==> src/rtl/prog_load_pkg.sv <==
// prog_load_pkg: shared types and defaults for the program-load controller.
//   state_t       : controller mode (RUN, LOAD, DONE)
//   lane_idx_t    : byte-lane index inside a 32-bit little-endian word
//   DEF_*         : default timing constants
//   csum_step     : checksum accumulation step
package prog_load_pkg;

    typedef enum logic [1:0] {
        ST_RUN  = 2'd0,
        ST_LOAD = 2'd1,
        ST_DONE = 2'd2
    } state_t;

    typedef logic [1:0] lane_idx_t;

    localparam int DEF_TIMEOUT_CYC = 10_000_000;
    localparam int DEF_RST_HOLD    = 4;

    function automatic logic [7:0] csum_step(input logic [7:0] acc, input logic [7:0] b);
        return acc ^ b;
    endfunction

endpackage

==> src/rtl/prog_load_ctrl_if.sv <==
// prog_load_ctrl_if: UART byte stream and memory write port bundle.
//   rx_valid/rx_data/rx_err : byte strobe, byte, framing-error strobe (toward the controller)
//   imem_we/dmem_we         : write strobes for instruction / data memory
//   mem_addr/mem_wdata      : word address in the selected memory and word to write
// Modports: master = UART/memory side (drives rx_*), slave = controller.
interface prog_load_ctrl_if #(
    parameter int ADDR_W = 14
) ();
    logic              rx_valid;
    logic [7:0]        rx_data;
    logic              rx_err;
    logic              imem_we;
    logic              dmem_we;
    logic [ADDR_W-1:0] mem_addr;
    logic [31:0]       mem_wdata;

    modport master (
        output rx_valid, rx_data, rx_err,
        input  imem_we, dmem_we, mem_addr, mem_wdata
    );

    modport slave (
        input  rx_valid, rx_data, rx_err,
        output imem_we, dmem_we, mem_addr, mem_wdata
    );
endinterface

==> src/rtl/prog_load_ctrl_word_assembler.sv <==
// word_assembler: packs accepted bytes into a 32-bit little-endian word.
//   clk, rst   : clock, synchronous active-high reset
//   clr        : restart at lane 0 (load entry, discarded partial word)
//   accept     : byte_in is valid and belongs to the current load
//   byte_in    : incoming byte
//   byte_idx   : lane the next byte goes to
//   word_ready : high in the cycle the 4th byte is accepted
//   word       : assembled word, valid together with word_ready
module word_assembler
    import prog_load_pkg::*;
(
    input  logic        clk,
    input  logic        rst,
    input  logic        clr,
    input  logic        accept,
    input  logic [7:0]  byte_in,
    output lane_idx_t   byte_idx,
    output logic        word_ready,
    output logic [31:0] word
);

    lane_idx_t   idx_r;
    logic [23:0] lanes_r;

    // Lane index and storage for the three low lanes; lane 3 comes straight from byte_in.
    always_ff @(posedge clk) begin
        if (rst) begin
            idx_r   <= 2'd0;
            lanes_r <= 24'h000000;
        end else if (clr) begin
            idx_r <= 2'd0;
        end else if (accept) begin
            case (idx_r)
                2'd0:    lanes_r[7:0]   <= byte_in;
                2'd1:    lanes_r[15:8]  <= byte_in;
                2'd2:    lanes_r[23:16] <= byte_in;
                default: lanes_r        <= lanes_r;
            endcase
            idx_r <= idx_r + 2'd1;
        end
    end

    assign byte_idx   = idx_r;
    assign word_ready = accept & (idx_r == 2'd3);
    assign word       = {byte_in, lanes_r};

endmodule

==> src/rtl/prog_load_ctrl.sv <==
// prog_load_ctrl: RUN/LOAD sequencer sharing imem/dmem write ports with a UART byte stream.
//   clk, rst    : clock, synchronous active-high reset
//   start_pg    : level request; its rising edge starts a load from RUN
//   bus         : prog_load_ctrl_if.slave (UART bytes in, memory writes out)
//   cpu_rst     : CPU reset, held high during LOAD and RST_HOLD cycles after it
//   load_busy   : high in LOAD
//   load_err    : sticky error (rx framing error or timeout with a partial word)
//   word_count  : words written in the current or last load
//   checksum    : XOR of accepted bytes when PROG_CHECKSUM_EN is defined, else 0
// Optional feature macro: PROG_CHECKSUM_EN.
module prog_load_ctrl
    import prog_load_pkg::*;
#(
    parameter int ADDR_W      = 14,
    parameter int IMEM_WORDS  = 16384,
    parameter int DMEM_WORDS  = 16384,
    parameter int TIMEOUT_CYC = DEF_TIMEOUT_CYC,
    parameter int RST_HOLD    = DEF_RST_HOLD
) (
    input  logic               clk,
    input  logic               rst,
    input  logic               start_pg,
    prog_load_ctrl_if.slave    bus,
    output logic               cpu_rst,
    output logic               load_busy,
    output logic               load_err,
    output logic [ADDR_W:0]    word_count,
    output logic [7:0]         checksum
);

    // Internal count is one bit wider than word_count so the full-load total is representable.
    localparam int CNT_W  = ADDR_W + 2;
    localparam int TO_W   = $clog2(TIMEOUT_CYC + 1);
    localparam int HOLD_W = (RST_HOLD > 1) ? $clog2(RST_HOLD) : 1;

    localparam logic [CNT_W-1:0]  IMEM_C    = CNT_W'(IMEM_WORDS);
    localparam logic [CNT_W-1:0]  TOTAL_C   = CNT_W'(IMEM_WORDS + DMEM_WORDS);
    localparam logic [TO_W-1:0]   TO_LAST   = TO_W'(TIMEOUT_CYC - 1);
    localparam logic [HOLD_W-1:0] HOLD_LAST = HOLD_W'(RST_HOLD - 1);

    state_t            state_r;
    logic              start_q_r;
    logic [CNT_W-1:0]  count_r;
    logic [TO_W-1:0]   idle_r;
    logic              got_byte_r;
    logic [HOLD_W-1:0] hold_r;

    logic              rise_s;
    logic              accept_s;
    logic              timeout_s;
    logic              clr_s;
    logic              dmem_sel_s;
    logic [ADDR_W-1:0] addr_s;
    logic [CNT_W-1:0]  count_next_s;
    lane_idx_t         byte_idx_s;
    logic              word_ready_s;
    logic [31:0]       word_s;

    assign rise_s       = start_pg & ~start_q_r;
    assign accept_s     = (state_r == ST_LOAD) & bus.rx_valid;
    // Idle timer only arms after the first byte, so LOAD waits forever for a sender.
    assign timeout_s    = (state_r == ST_LOAD) & ~bus.rx_valid & got_byte_r & (idle_r == TO_LAST);
    assign clr_s        = ((state_r == ST_RUN) & rise_s) | timeout_s;
    assign count_next_s = count_r + {{(CNT_W-1){1'b0}}, 1'b1};

    // Route the pending word to imem for the first IMEM_WORDS words, then to dmem.
    always_comb begin
        dmem_sel_s = 1'b0;
        addr_s     = ADDR_W'(count_r);
        if (count_r >= IMEM_C) begin
            dmem_sel_s = 1'b1;
            addr_s     = ADDR_W'(count_r - IMEM_C);
        end else begin
            dmem_sel_s = 1'b0;
            addr_s     = ADDR_W'(count_r);
        end
    end

    word_assembler u_asm (
        .clk        (clk),
        .rst        (rst),
        .clr        (clr_s),
        .accept     (accept_s),
        .byte_in    (bus.rx_data),
        .byte_idx   (byte_idx_s),
        .word_ready (word_ready_s),
        .word       (word_s)
    );

    // Mode FSM with registered outputs, word counter, idle timer and reset-hold timer.
    always_ff @(posedge clk) begin
        if (rst) begin
            state_r       <= ST_RUN;
            start_q_r     <= 1'b0;
            count_r       <= '0;
            idle_r        <= '0;
            got_byte_r    <= 1'b0;
            hold_r        <= '0;
            cpu_rst       <= 1'b1;
            load_busy     <= 1'b0;
            load_err      <= 1'b0;
            bus.imem_we   <= 1'b0;
            bus.dmem_we   <= 1'b0;
            bus.mem_addr  <= '0;
            bus.mem_wdata <= 32'h0000_0000;
        end else begin
            start_q_r   <= start_pg;
            bus.imem_we <= 1'b0;
            bus.dmem_we <= 1'b0;
            case (state_r)
                ST_RUN: begin
                    cpu_rst   <= 1'b0;
                    load_busy <= 1'b0;
                    if (rise_s) begin
                        state_r    <= ST_LOAD;
                        cpu_rst    <= 1'b1;
                        load_busy  <= 1'b1;
                        count_r    <= '0;
                        load_err   <= 1'b0;
                        idle_r     <= '0;
                        got_byte_r <= 1'b0;
                    end
                end
                ST_LOAD: begin
                    if (bus.rx_err) begin
                        load_err <= 1'b1;
                    end
                    if (accept_s) begin
                        idle_r     <= '0;
                        got_byte_r <= 1'b1;
                    end else if (got_byte_r) begin
                        idle_r <= idle_r + {{(TO_W-1){1'b0}}, 1'b1};
                    end
                    if (word_ready_s) begin
                        bus.imem_we   <= ~dmem_sel_s;
                        bus.dmem_we   <= dmem_sel_s;
                        bus.mem_addr  <= addr_s;
                        bus.mem_wdata <= word_s;
                        count_r       <= count_next_s;
                        if (count_next_s == TOTAL_C) begin
                            state_r   <= ST_DONE;
                            load_busy <= 1'b0;
                            hold_r    <= '0;
                        end
                    end else if (timeout_s) begin
                        state_r   <= ST_DONE;
                        load_busy <= 1'b0;
                        hold_r    <= '0;
                        if (byte_idx_s != 2'd0) begin
                            load_err <= 1'b1;
                        end
                    end
                end
                ST_DONE: begin
                    load_busy <= 1'b0;
                    if (hold_r == HOLD_LAST) begin
                        state_r <= ST_RUN;
                        cpu_rst <= 1'b0;
                    end else begin
                        hold_r <= hold_r + {{(HOLD_W-1){1'b0}}, 1'b1};
                    end
                end
                default: begin
                    state_r   <= ST_RUN;
                    cpu_rst   <= 1'b1;
                    load_busy <= 1'b0;
                end
            endcase
        end
    end

    assign word_count = count_r[ADDR_W:0];

`ifdef PROG_CHECKSUM_EN
    logic [7:0] csum_r;

    // XOR of every byte accepted in LOAD, cleared on LOAD entry.
    always_ff @(posedge clk) begin
        if (rst) begin
            csum_r <= 8'h00;
        end else if ((state_r == ST_RUN) && rise_s) begin
            csum_r <= 8'h00;
        end else if (accept_s) begin
            csum_r <= csum_step(csum_r, bus.rx_data);
        end
    end

    assign checksum = csum_r;
`else
    assign checksum = 8'h00;
`endif

endmodule

==> src/flat_wrapper.sv <==
// flat-port wrapper written by rule: the top's interface ports become plain ports
module prog_load_ctrl_flat import prog_load_pkg::*;
#(
    parameter int ADDR_W      = 14,
    parameter int IMEM_WORDS  = 16384,
    parameter int DMEM_WORDS  = 16384,
    parameter int TIMEOUT_CYC = DEF_TIMEOUT_CYC,
    parameter int RST_HOLD    = DEF_RST_HOLD
)
  (clk, rst, start_pg, cpu_rst, load_busy, load_err, word_count, checksum, bus_rx_valid, bus_rx_data, bus_rx_err, bus_imem_we, bus_dmem_we, bus_mem_addr, bus_mem_wdata);
  prog_load_ctrl_if #(.ADDR_W(ADDR_W)) bus_i ();
  input  logic clk;
  input  logic rst;
  input  logic start_pg;
  output logic cpu_rst;
  output logic load_busy;
  output logic load_err;
  output logic [ADDR_W:0] word_count;
  output logic [7:0] checksum;
  input wire logic [$bits(bus_i.rx_valid)-1:0] bus_rx_valid;
  input wire logic [$bits(bus_i.rx_data)-1:0] bus_rx_data;
  input wire logic [$bits(bus_i.rx_err)-1:0] bus_rx_err;
  output wire logic [$bits(bus_i.imem_we)-1:0] bus_imem_we;
  output wire logic [$bits(bus_i.dmem_we)-1:0] bus_dmem_we;
  output wire logic [$bits(bus_i.mem_addr)-1:0] bus_mem_addr;
  output wire logic [$bits(bus_i.mem_wdata)-1:0] bus_mem_wdata;
  assign bus_i.rx_valid = bus_rx_valid;
  assign bus_i.rx_data = bus_rx_data;
  assign bus_i.rx_err = bus_rx_err;
  assign bus_imem_we = bus_i.imem_we;
  assign bus_dmem_we = bus_i.dmem_we;
  assign bus_mem_addr = bus_i.mem_addr;
  assign bus_mem_wdata = bus_i.mem_wdata;
  prog_load_ctrl #(.ADDR_W(ADDR_W), .IMEM_WORDS(IMEM_WORDS), .DMEM_WORDS(DMEM_WORDS), .TIMEOUT_CYC(TIMEOUT_CYC), .RST_HOLD(RST_HOLD)) u_core (.clk(clk), .rst(rst), .start_pg(start_pg), .bus(bus_i), .cpu_rst(cpu_rst), .load_busy(load_busy), .load_err(load_err), .word_count(word_count), .checksum(checksum));
endmodule
==> config.mk <==
export PLATFORM = sky130hd
export DESIGN_NAME = prog_load_ctrl_flat
export DESIGN_NICKNAME = d
export VERILOG_FILES = /design/src/rtl/prog_load_pkg.sv /design/src/rtl/prog_load_ctrl_if.sv /design/src/rtl/prog_load_ctrl_word_assembler.sv /design/src/rtl/prog_load_ctrl.sv /design/src/flat_wrapper.sv
export SDC_FILE = /design/constraint.sdc
export NUM_CORES = 1
export LEC_CHECK = 0
export BUFFER_PORTS_ARGS = -buffer_cell sky130_fd_sc_hd__buf_4
export CORE_MARGIN = 2
export CORE_UTILIZATION = 35
export CTS_CLUSTER_DIAMETER = 50
export DETAILED_ROUTE_END_ITERATION = 10
export GPL_ROUTABILITY_DRIVEN = 0
export PLACE_DENSITY = 0.57
export SYNTH_ARGS = -nofsm -noshare
export SYNTH_HDL_FRONTEND = slang
export SYNTH_HIERARCHICAL = 1
export SYNTH_SLANG_ARGS = --single-unit
==> constraint.sdc <==
create_clock -name clk -period 3.1 [get_ports clk]
set_input_delay 0.155 -clock clk [delete_from_list [all_inputs] [get_ports clk]]
set_output_delay 0.155 -clock clk [all_outputs]
set_load 0.005 [all_outputs]
==> results.py <==
metrics = {
    "status": {
        "run_status": "complete, no violations",
    },
    "global_route": {
        "gr-usage-met3": 0.0467,
        "grtUsageMet2": 0.252,
        "grt_use_total": 0.157,
        "top_usage_layer": "met2",
        "grt_max_degree": 58,
        "grt_pass1_wl_um": 22100,
        "grt_pass1_vias": 4391,
        "grt-ovfl-total": 0,
        "grtUsageMet1": 0.197,
        "antenna_found_initial": 0,
    },
    "floorplan": {
        "fp.dieH_um": 131,
        "fp-row-count": 46,
        "die_w_um": 131,
        "die_area_sq_um": 17300,
        "core_sq_um": 15900,
        "ioPinCount": 87,
        "initial_utilization": 0.358,
    },
    "drt": {
        "drt_pass1_iterations": 4,
        "totalWireLength_um": 13400,
        "drc": 0,
        "drtIter0Drc": 300,
        "wl_per_cell_um": 14.2,
        "vias": 4609,
        "ant_nets": 0,
        "vias_per_cell": 4.89,
    },
    "pwr": {
        "peakVddDrop_v": 0.000378,
        "power_leakage_nw": 2.64,
        "finalPower_w": 0.00398,
        "cellPowerDensity_nw_per_um2": 580,
    },
    "setup_path": {
        "path_delay_family": "simple AND/OR/NAND/NOR gates",
        "r2r_slack_ps": 430,
        "cp.depth": 8,
        "cp.buffers_inverters": 1,
        "crit_end": "u_core/load_busy",
        "end_kind": "flip-flop",
        "cp-startpoint": "u_core/state_r[0]",
        "worstPathRequired_ps": 3360,
        "crit_arrival_ps": 2930,
        "crit_fanout": 14,
        "path_common_cell": "nand2_1",
        "crit_chain": "nor2b_1 > nand2_1 > inv_1 > and2_1 > nand2_1 > or4_1 > nor4_2 > o32ai_1",
        "ff2ff_path_depth": 8,
        "crit_slowest_cell": "dfxtp_1",
        "cpPeakStageDelay_ps": 540,
        "path_class": "flip-flop to flip-flop",
        "worstReg2RegEnd": "u_core/load_busy",
        "r2r-start": "u_core/state_r[0]",
        "critPathLaunchType": "flip-flop",
    },
    "timing": {
        "fin_tns_setup_ps": 0,
        "fin_crit_sh": 0.861,
        "worst_pin_slew_ps": 770,
        "rsz0062_at_grt": "false",
        "finalSetupViolCount": 0,
        "min_period_ps": 2670,
        "skew_ps": 6.84,
        "slew_headroom": 0.486,
        "hold_violations": 0,
        "drv_slew": 0,
        "timing.fmax_ghz": 0.375,
    },
    "final_layout": {
        "stdcell_count": 943,
        "final_core_util": 0.432,
        "final_nets": 735,
        "n_fill_cell": 1571,
        "drive_gt1_frac": 0.172,
        "syn_to_final_growth_pct": 20.9,
        "antenna_cells": 0,
    },
    "synthesis": {
        "synth_cell_types": 53,
        "yosys_warnings": 6,
        "ys_seq_elements": 123,
        "synth_top_cell_area_share": 0.433,
        "synth_area_leaders": "dfxtp_1 (43%), nand2_1 (8.3%), a21oi_1 (5.3%)",
        "synth_edf_count": 0,
        "ys_top_cells_by_count": "nand2_1 (126), dfxtp_1 (123), a21oi_1 (60), nor2_1 (55), buf_4 (38)",
        "yosysSeqAreaShare": 0.433,
        "avgSynthCellArea_sq_um": 8.39,
        "yosys.area.top_type": "dfxtp_1",
        "synth_ff_type": "dfxtp_1",
        "yosysMostFrequentCell": "nand2_1",
        "syn_inst": 677,
        "syn_area_sq_um": 5680,
        "async_flop_share": 0,
    },
    "clock_tree": {
        "insertion_delay_ps": 410,
        "h-tree-depth": 4,
        "hold_buffers": 6,
        "cts_buffer_depth": 2,
        "clkSlewWorstSetupHoldPaths_ps": 60,
        "cts_tree": "built",
        "cts_root_buffer": "clkbuf_16",
        "ctsResizeCount": 0,
        "cts_sinks": 123,
        "postCtsSetupRepairBufs": 0,
        "numCtsBuffers": 17,
    },
    "placed_design": {
        "io_buffers": 78,
        "hpwlAfterDp_um": 9000,
        "dpl.cell_count": 905,
    },
    "flow_run": {
        "max-cap-violations": 0,
    },
    "min_path": {
        "worstHoldPathCells": 3,
        "holdCritPathClass": "input port to flip-flop",
    },
}
-- worst min-delay path, delay by kind of cell --
family | cells | cell delay (ps)
buf+inv | 1 | 110
simple gates | 1 | 60
compound gates | 1 | 50
-- sequential cells by signal, indices dropped and copies added (netlist names) --
signal / flops
u_core/load_busy: 1
u_core/hold_r: 2
u_core/u_asm/lanes_r: 24
u_core/load_err: 1
u_core/start_q_r: 1
u_core/state_r: 2
u_core/bus.mem_wdata: 32
u_core/cpu_rst: 1
u_core/bus.mem_addr: 14
u_core/got_byte_r: 1
u_core/bus.dmem_we: 1
u_core/u_asm/byte_idx: 2
u_core/count_r: 16
u_core/bus.imem_we: 1
u_core/idle_r: 24
-- routing by layer --
layer,up-vias,wire (um)
li1,2319,-
met4,0,137
met3,12,634
met2,95,6420
met5,-,0
met1,2183,6200
-- placed cells by master, fill, tap and decap left out, drive strengths merged, types with 2 or more instances in the layout --
master         n
a211oi         3
a21oi         60
a22oi          5
a311oi         5
a31oi          4
and2           4
and3           3
and3b          2
and4           6
buf           83
bufinv         4
clkbuf        23
clkinv         2
clkinvlp       2
conb           8
dfxtp        123
dlygate4sd3    6
ha             8
inv            9
mux2i         26
nand2        126
nand2b        36
nand3         16
nand3b         8
nand4         10
nor2          55
nor2b          5
nor3          11
nor4           9
nor4b          3
o21ai         16
o31ai          2
o32ai          3
or3            3
xnor2         11
xor2          17
-- how the worst min path moves through the flow --
stage                                     endpoint           start
after floorplan                     u_core/cpu_rst             rst
after global placement            u_core/start_q_r        start_pg
after detailed placement          u_core/start_q_r        start_pg
after CTS                 u_core/bus.mem_wdata[28]  bus_rx_data[4]
after global routing      u_core/bus.mem_wdata[31]  bus_rx_data[7]
final                     u_core/bus.mem_wdata[31]  bus_rx_data[7]
-- through the flow --
step / area (sq um) / worst slack (ps) / hold WS [ps]
global placement: 6150 / 613 / 401
finish: 6870 / 432 / 18.4
global route: 6870 / 138 / 13.7
floorplan: 5710 / 753 / 268
detailed placement: 6150 / 464 / 403
CTS: 6870 / 447 / 0.228
-- kinds of logic (layout without fill, tap and decap cells) --
kind of cell,after synthesis,after routing,synth area share
other,1,8,0.000660
AO/OA/AOI/OAI,103,103,0.104
XOR/XNOR,28,28,0.0432
flip-flops,123,123,0.433
AND/OR/NAND/NOR,302,302,0.268
adder cells (fa/ha/maj),8,8,0.0176
buffers and inverters,86,129,0.0872
multiplexers,26,26,0.0458
-- power by group --
part	switching, W	total [W]	internal, W
clock network	0.000709	0.00217	0.00146
logic	0.000111	0.000188	0.0000773
registers	0.0000255	0.00163	0.00160
-- cell type report --
| class | count | area, sq um | share of cell area |
|---|---|---|---|
| tap | 216 | 270 | 0.0394 |
| timing repair buffer | 89 | 696 | 0.101 |
| clock inverter | 9 | 158 | 0.0230 |
| clock buffer | 23 | 498 | 0.0725 |
| inverter | 8 | 30.0 | 0.00437 |
| sequential | 123 | 2460 | 0.359 |
| multi-input combinational | 475 | 2750 | 0.401 |
No activity file was read; power rests on OpenSTA's default activity.
